--- src/rtl/num_display_ctrl.sv ---
// Three-digit decimal readout controller: converts a clamped binary value to BCD once per frame
// (serial double-dabble) and selects the digit/glyph box to draw for the current pixel column.
module num_display_ctrl #(
    parameter logic [9:0] BASE_X = 10'd16,
    parameter logic [9:0] BASE_Y = 10'd16,
    parameter logic [9:0] PITCH  = 10'd8
) (
    input  logic       clk_pix,
    input  logic       rst_pix,
    input  logic       frame,
    input  logic [9:0] value,
    input  logic [9:0] sx,
    input  logic [9:0] sy,
    output logic [3:0] digit,
    output logic [9:0] char_x,
    output logic [9:0] char_y,
    output logic       blank,
    output logic       busy,
    output logic       sat
);

    typedef enum logic [1:0] {IDLE, SHIFT, COMMIT} state_t;

    localparam logic [9:0] MAX_VAL = 10'd999;
    localparam logic [9:0] X_TENS  = BASE_X + PITCH;
    localparam logic [9:0] X_UNITS = BASE_X + PITCH + PITCH;

    state_t      state_q, state_d;
    logic [9:0]  bin_q, bin_d;
    logic [11:0] bcd_q, bcd_d;
    logic [11:0] bcd_adj;
    logic [3:0]  cnt_q, cnt_d;
    logic        clamp_q, clamp_d;
    logic        sat_q, sat_d;
    logic [3:0]  d2_q, d2_d, d1_q, d1_d, d0_q, d0_d;
    logic [1:0]  idx;
    logic        sy_unused;

    function automatic logic [3:0] add3(input logic [3:0] n);
        return (n >= 4'd5) ? n + 4'd3 : n;
    endfunction

    always_ff @(posedge clk_pix or posedge rst_pix) begin
        if (rst_pix) begin
            state_q <= IDLE;
            bin_q   <= '0;
            bcd_q   <= '0;
            cnt_q   <= '0;
            clamp_q <= 1'b0;
            sat_q   <= 1'b0;
            d2_q    <= '0;
            d1_q    <= '0;
            d0_q    <= '0;
        end else begin
            state_q <= state_d;
            bin_q   <= bin_d;
            bcd_q   <= bcd_d;
            cnt_q   <= cnt_d;
            clamp_q <= clamp_d;
            sat_q   <= sat_d;
            d2_q    <= d2_d;
            d1_q    <= d1_d;
            d0_q    <= d0_d;
        end
    end

    always_comb begin
        state_d = state_q;
        bin_d   = bin_q;
        bcd_d   = bcd_q;
        cnt_d   = cnt_q;
        clamp_d = clamp_q;
        sat_d   = sat_q;
        d2_d    = d2_q;
        d1_d    = d1_q;
        d0_d    = d0_q;
        bcd_adj = {add3(bcd_q[11:8]), add3(bcd_q[7:4]), add3(bcd_q[3:0])};
        case (state_q)
            IDLE: begin
                if (frame) begin
                    bin_d   = (value > MAX_VAL) ? MAX_VAL : value;
                    bcd_d   = '0;
                    cnt_d   = 4'd10;
                    clamp_d = (value > MAX_VAL);
                    state_d = SHIFT;
                end
            end
            SHIFT: begin
                bcd_d = {bcd_adj[10:0], bin_q[9]};
                bin_d = {bin_q[8:0], 1'b0};
                cnt_d = cnt_q - 4'd1;
                if (cnt_d == 4'd0) state_d = COMMIT;
            end
            COMMIT: begin
                d2_d    = bcd_q[11:8];
                d1_d    = bcd_q[7:4];
                d0_d    = bcd_q[3:0];
                sat_d   = clamp_q;
                state_d = IDLE;
            end
            default: state_d = IDLE;
        endcase
    end

    // Column decode is purely combinational so glyph selection tracks sx with no delay.
    always_comb begin
        idx = 2'd0;
        if (sx >= X_UNITS)     idx = 2'd2;
        else if (sx >= X_TENS) idx = 2'd1;
    end

    always_comb begin
        digit  = d2_q;
        char_x = BASE_X;
        blank  = 1'b0;
        case (idx)
            2'd1: begin
                digit  = d1_q;
                char_x = X_TENS;
                blank  = (d2_q == 4'd0) && (d1_q == 4'd0);
            end
            2'd2: begin
                digit  = d0_q;
                char_x = X_UNITS;
            end
            default: blank = (d2_q == 4'd0);
        endcase
    end

    assign char_y    = BASE_Y;
    assign busy      = (state_q != IDLE);
    assign sat       = sat_q;
    assign sy_unused = ^sy;

endmodule
--- config.mk ---
export PLATFORM = sky130hd
export DESIGN_NAME = num_display_ctrl
export DESIGN_NICKNAME = d
export VERILOG_FILES = /design/src/rtl/num_display_ctrl.sv
export SDC_FILE = /design/constraint.sdc
export NUM_CORES = 1
export LEC_CHECK = 0
export CORE_ASPECT_RATIO = 1.4
export CORE_UTILIZATION = 44
export CTS_BUF_LIST = sky130_fd_sc_hd__clkbuf_4
export DETAILED_ROUTE_END_ITERATION = 10
export DONT_BUFFER_PORTS = 1
export GPL_TIMING_DRIVEN = 0
export MAX_ROUTING_LAYER = met4
export SYNTH_ARGS = -nofsm -noshare
export SYNTH_HDL_FRONTEND = slang
export SYNTH_SLANG_ARGS = --single-unit
--- constraint.sdc ---
create_clock -name clk_pix -period 3.22 [get_ports clk_pix]
set_clock_uncertainty 0.1 [all_clocks]
set_input_delay 0.966 -clock clk_pix [delete_from_list [all_inputs] [get_ports clk_pix]]
set_output_delay 0.966 -clock clk_pix [all_outputs]
set_load 0.05 [all_outputs]
Yosys cells after proc, flatten, opt, wreduce, memory -nomap -nowiden
Cells that the tools add are included.
{"block": "op_classes", "add_sub_neg": 4, "n_mul": 0, "div_mod_pow": 0, "n_lt_le_gt_ge": 6, "eq_ne": 6, "shifts": 0, "muxes": 18, "bitwise": 0, "n_reduce_logical": 10}
{"cell": "$pmux W12 S2", "count": 1}
{"cell": "$mux W10", "count": 2}
{"cell": "$pmux W10 S2", "count": 1}
{"cell": "$pmux W4 S2", "count": 2}
{"cell": "$ge A4 B3 Y1 const B", "count": 3}
{"cell": "$logic_not A4 Y1", "count": 3}
{"cell": "$mux W12", "count": 1}
{"cell": "$mux W4", "count": 3}
{"cell": "$pmux W6 S2", "count": 1}
{"cell": "$ge A10 B5 Y1 const B", "count": 1}
{"cell": "$ge A10 B6 Y1 const B", "count": 1}
{"cell": "$gt A10 B10 Y1 const B", "count": 1}
{"cell": "$add A4 B2 Y4 const B", "count": 2}
{"cell": "$mux W2", "count": 3}
{"cell": "$reduce_and A2 Y1", "count": 3}
{"cell": "$eq A2 B1 Y1 const B", "count": 2}
{"cell": "$eq A2 B2 Y1 const B", "count": 2}
{"cell": "$ne A2 B2 Y1 const B", "count": 2}
{"cell": "$pmux W2 S2", "count": 1}
{"cell": "$reduce_bool A2 Y1", "count": 2}
{"cell": "$sub A4 B1 Y4 const B", "count": 1}
{"cell": "$add A3 B2 Y3 const B", "count": 1}
{"cell": "$mux W3", "count": 1}
{"cell": "$logic_not A2 Y1", "count": 1}
{"cell": "3 further kinds", "count": 3}
{"block": "totals", "register_bits": 42, "latchBits": 0, "ramBits": 0, "rom_bits": 0, "input_bits": 33, "out_inout_bits": 27, "wordCells": 53, "n_memories": 0}

Longest topological paths before layout
{"block": "logic_depth", "depth_word": 5, "ltp_mapped": 7, "depth_no_buf": 6}

Least setup slack after synthesis
No wires, ideal clock.
{"block": "synth_timing", "path_type": "input to output", "start": "in sx[6]", "end": "out blank", "arrival_ps": 2692, "t_required_ps": 2154, "slack_ps": -538, "path_stages": 4, "n_path_buf": 0, "path_cell_list": "or4_4 nor2_8 inv_2 nor2_1"}
{"block": "synth_between", "elab_chain_cells": 5, "elab_cells_between_ends": 7, "cone_classes": "2 x order compare; 2 x eq/ne; 3 x mux"}
{"item": "from (decl)", "line_no": "12", "source": "input logic [9:0] sx,"}
{"item": "$ge A10 B5 Y1", "line_no": "109", "source": "else if (sx >= X_TENS) idx = 2'd1;"}
{"item": "$mux W1", "line_no": "109"}
{"item": "$mux W2 (*)", "line_no": "108", "source": "if (sx >= X_UNITS) idx = 2'd2;"}
{"item": "$eq A2 B2 Y1 / $eq A2 B1 Y1 (equally long branches)", "line_no": "116", "source": "case (idx)"}
{"item": "$pmux W1 S2 (*)", "line_no": "116"}
{"item": "to (decl)", "line_no": "17", "source": "output logic blank,"}
Every way passes the cells marked *; elsewhere a longest branch is shown, timed or not.

Worst setup path after layout
{"block": "layout_timing", "start": "in sx[6]", "end": "out digit[2]"}
{"block": "layout_between", "elab_chain_cells": 5, "elab_cells_between_ends": 7, "cone_classes": "2 x order compare; 2 x eq/ne; 3 x mux"}
{"item": "$ge A10 B5 Y1", "line_no": "109"}
{"item": "$mux W1", "line_no": "109"}
{"item": "$mux W2 (*)", "line_no": "108"}
{"item": "$eq A2 B2 Y1 / $eq A2 B1 Y1 (equally long branches)", "line_no": "116"}
{"item": "$pmux W4 S2 (*)", "line_no": "116"}
{"item": "to (decl)", "line_no": "14", "source": "output logic [3:0] digit,"}
Marked as above.

==> metrics.yaml <==
critical_path:
  worstPathRequired_ns: 2.15
  worst_ep_arrival_time_ns: 2.25
  path_cells: "or4_4 > nor2_8 > nor2_2 > a21oi_4"
  rr_worst_depth: 6
  cp_max_fo: 6
  reg2reg_slack_ns: 1.46
  slowest_delay_ns: 0.56
  critPathLaunchType: "input pin"
  r2r_end: "state_q[0]"
  r2r-start: "cnt_q[0]"
  critical_path_class: "in -> out"
  end_kind: "primary output"
  crit_path_top_delay_cell: "or4_4"
logic_synthesis:
  yosysTopAreaCellShare: 0.461
  synth-simple-area-share: 0.176
  synth_commonest_cells: "42 x dfrtp_1, 38 x nand2_1, 21 x o21ai_0"
  synth_top_family_by_area: "simple AND/OR/NAND/NOR gates"
  synth_ff_type: "dfrtp_1"
  post-synth-top-area-cell: "dfrtp_1"
  yosys.area_share.adder: 0.0439
  synth-compound-area-share: 0.144
  ys_seq_area_frac: 0.461
  yosysWarnings: 0
  synthCells: 245
  synth_area_leaders: "dfrtp_1 46%, buf_4 6.3%, nand2_1 6.3%"
  synth-xor-area-share: 0.0192
  ys_seq_elements: 42
  synthMuxAreaShare: 0.0566
  yosysUniqueCellTypes: 38
  avgSynthCellArea_um2: 9.30
  synth-edff-count: 0
  ys_async_sr_fraction: 1.00
  netlist_area_um2: 2280
  yosysMostFrequentCell: "dfrtp_1"
cts:
  cts_resized: 0
  clkTransAtPathRegs_ns: 0.12
  cts-root-buf: "clkbuf_4"
  cts.path.max_buffers: 2
  htreeDepth: 2
  cts_made_buffers: 5
  cts_tree: "built"
  insertion_delay_ns: 0.35
  cts_sinks: 42
placement:
  dp_cells: 324
  io_buffers: 0
  dp_hpwl_um: 3170
  place_congestion: 0.789
  place_ws_ns: -0.227
hold_path:
  worstHoldStart: "clamp_q"
  hold_depth: 1
  hold_class: "reg -> reg"
  holdPathEnd: "clamp_q"
floorplanning:
  io_pins: 60
  start_util: 0.463
  chipWidth_um: 62.8
  dieArea_um2: 5470
  rows: 30
  die_h_um: 87.1
  coreArea_um2: 4920
run_status:
  violations: "setup timing"
  status: "complete, but fails checks"
routing:
  firstDrtPassIters: 4
  vias: 1700
  drc_errors: 0
  drt_iter0_markers: 52
  avgRoutedWirePerCell_um: 13.2
  totalWireLength_um: 4390
  via_per_inst: 5.09
  ant_nets: 0
run:
  maxCapViolCount: 0
finish:
  area_growth_pct: 13.8
  multiInputGateArea_um2: 1150
  nets: 310
  diodes: 0
  fillers: 475
  final_cells: 334
  register_area_um2: 1050
  drive_gt1_frac: 0.215
timing:
  min_period_over_period: 1.03
  setup_viol: 6
  setup_slack_ns: -0.0980
  min_period_ns: 3.32
  worstMarginPinSlew_ns: 0.859
  hold_violations: 0
  rsz0062_at_grt: "yes"
  final_max_slew_viol_count: 0
  slew_headroom: 0.426
  fmax_ghz: 0.301
power:
  powerDensity_nw_per_um2: 902
  leakage_nw: 1.26
  vdd_drop_max_mv: 0.429
  power_mw: 2.34
global_route:
  grt_use_total: 0.180
  antenna_found_initial: 0
  grt_pass1_wl_um: 7280
  grt_max_degree: 43
  grt_pass1_vias: 1571
  grt_overflow_total: 0
## cells by family after synthesis
logic type,Yosys count
XOR/XNOR,5
other,2
flip-flops,42
AO/OA/AOI/OAI,54
AND/OR/NAND/NOR,85
multiplexers,12
buffers and inverters,37
adder cells (fa/ha/maj),8
## what timing repair did
action / in CTS / in global routing
endpoints found under the hold margin: 0 / 0
hold buffers: 0 / 0
endpoints found under the setup margin: 6 / 6
setup buffers: 0 / 1
pin swaps: 1 / 0
cloned: 1 / 0
## power by group
part	leakage, nW	internal [mW]	total (mW)	switching [mW]
logic	0.675	0.401	1.08	0.682
clock network	0.0463	0.182	0.348	0.167
registers	0.540	0.736	0.907	0.171
## sequential cells by signal (all words and copies together) (netlist names)
signal	count
sat	1
clamp_q	1
cnt_q	4
bcd_q	12
bin_q	10
d1_q	4
d0_q	4
d2_q	4
state_q	2
## critical path: cells and delay by family
kind | cells | cell delay [ns]
AND/OR/NAND/NOR | 3 | 0.95
AO/OA/AOI/OAI | 1 | 0.33
## worst max-delay path by stage
stage	from	end	slack (ns)
CTS	sx[6]	digit[2]	-0.12
global placement	sx[6]	digit[2]	-0.22
detailed placement	sx[6]	digit[2]	-0.23
global route	sx[6]	digit[0]	-0.13
finish	sx[6]	digit[2]	-0.1
floorplan	sx[6]	digit[0]	-0.19
## per-layer routing
| layer | track usage | part of all wire | up-vias |
|---|---|---|---|
| met5 | - | 0 | - |
| met4 | 0.0698 | 0.015 | 0 |
| met3 | 0.0432 | 0.051 | 5 |
| met2 | 0.311 | 0.51 | 49 |
| met1 | 0.201 | 0.43 | 792 |
| li1 | - | - | 854 |
## layout make-up
class / count / area share
sequential: 42 / 0.405
timing repair buffer: 1 / 0.00289
buffer: 26 / 0.0680
clock buffer: 7 / 0.0203
clock inverter: 1 / 0.0116
inverter: 11 / 0.0188
multi-input combinational: 182 / 0.442
tap: 64 / 0.0309
## cell usage in the layout (no fill, tap or decap), types with 3 or more instances in the layout
master,Yosys,routed
dfrtp_1,42,42
nand2_1,38,38
o21ai_0,21,21
buf_4,19,20
conb_1,2,17
nor2_1,18,12
inv_1,10,9
a21oi_1,12,8
nand3_1,8,8
ha_1,8,8
mux2_2,7,7
clkbuf_4,0,7
buf_2,6,6
a31oi_1,6,6
nand2b_1,5,5
mux2i_1,5,5
nor3_1,4,4
nor2_2,0,4
a21oi_4,0,4
xnor2_1,3,3
o311ai_0,3,3
nand3b_1,3,3
nor2_4,0,3
o31ai_1,3,3
## metrics by stage
step	TNS, ns	cell area, um2	utilization	hold WS (ns)
6_report	-0.548	2590	0.527	0.391
5_1_grt	-0.728	2590	0.527	0.414
4_1_cts	-0.683	2590	0.526	0.395
3_5_place_dp	-1.32	2490	0.507	0.366
3_3_place_gp	-1.30	2490	0.507	0.363
2_1_floorplan	-1.12	2410	-	0.346
Note: power is estimated with default switching activity, not from simulation.
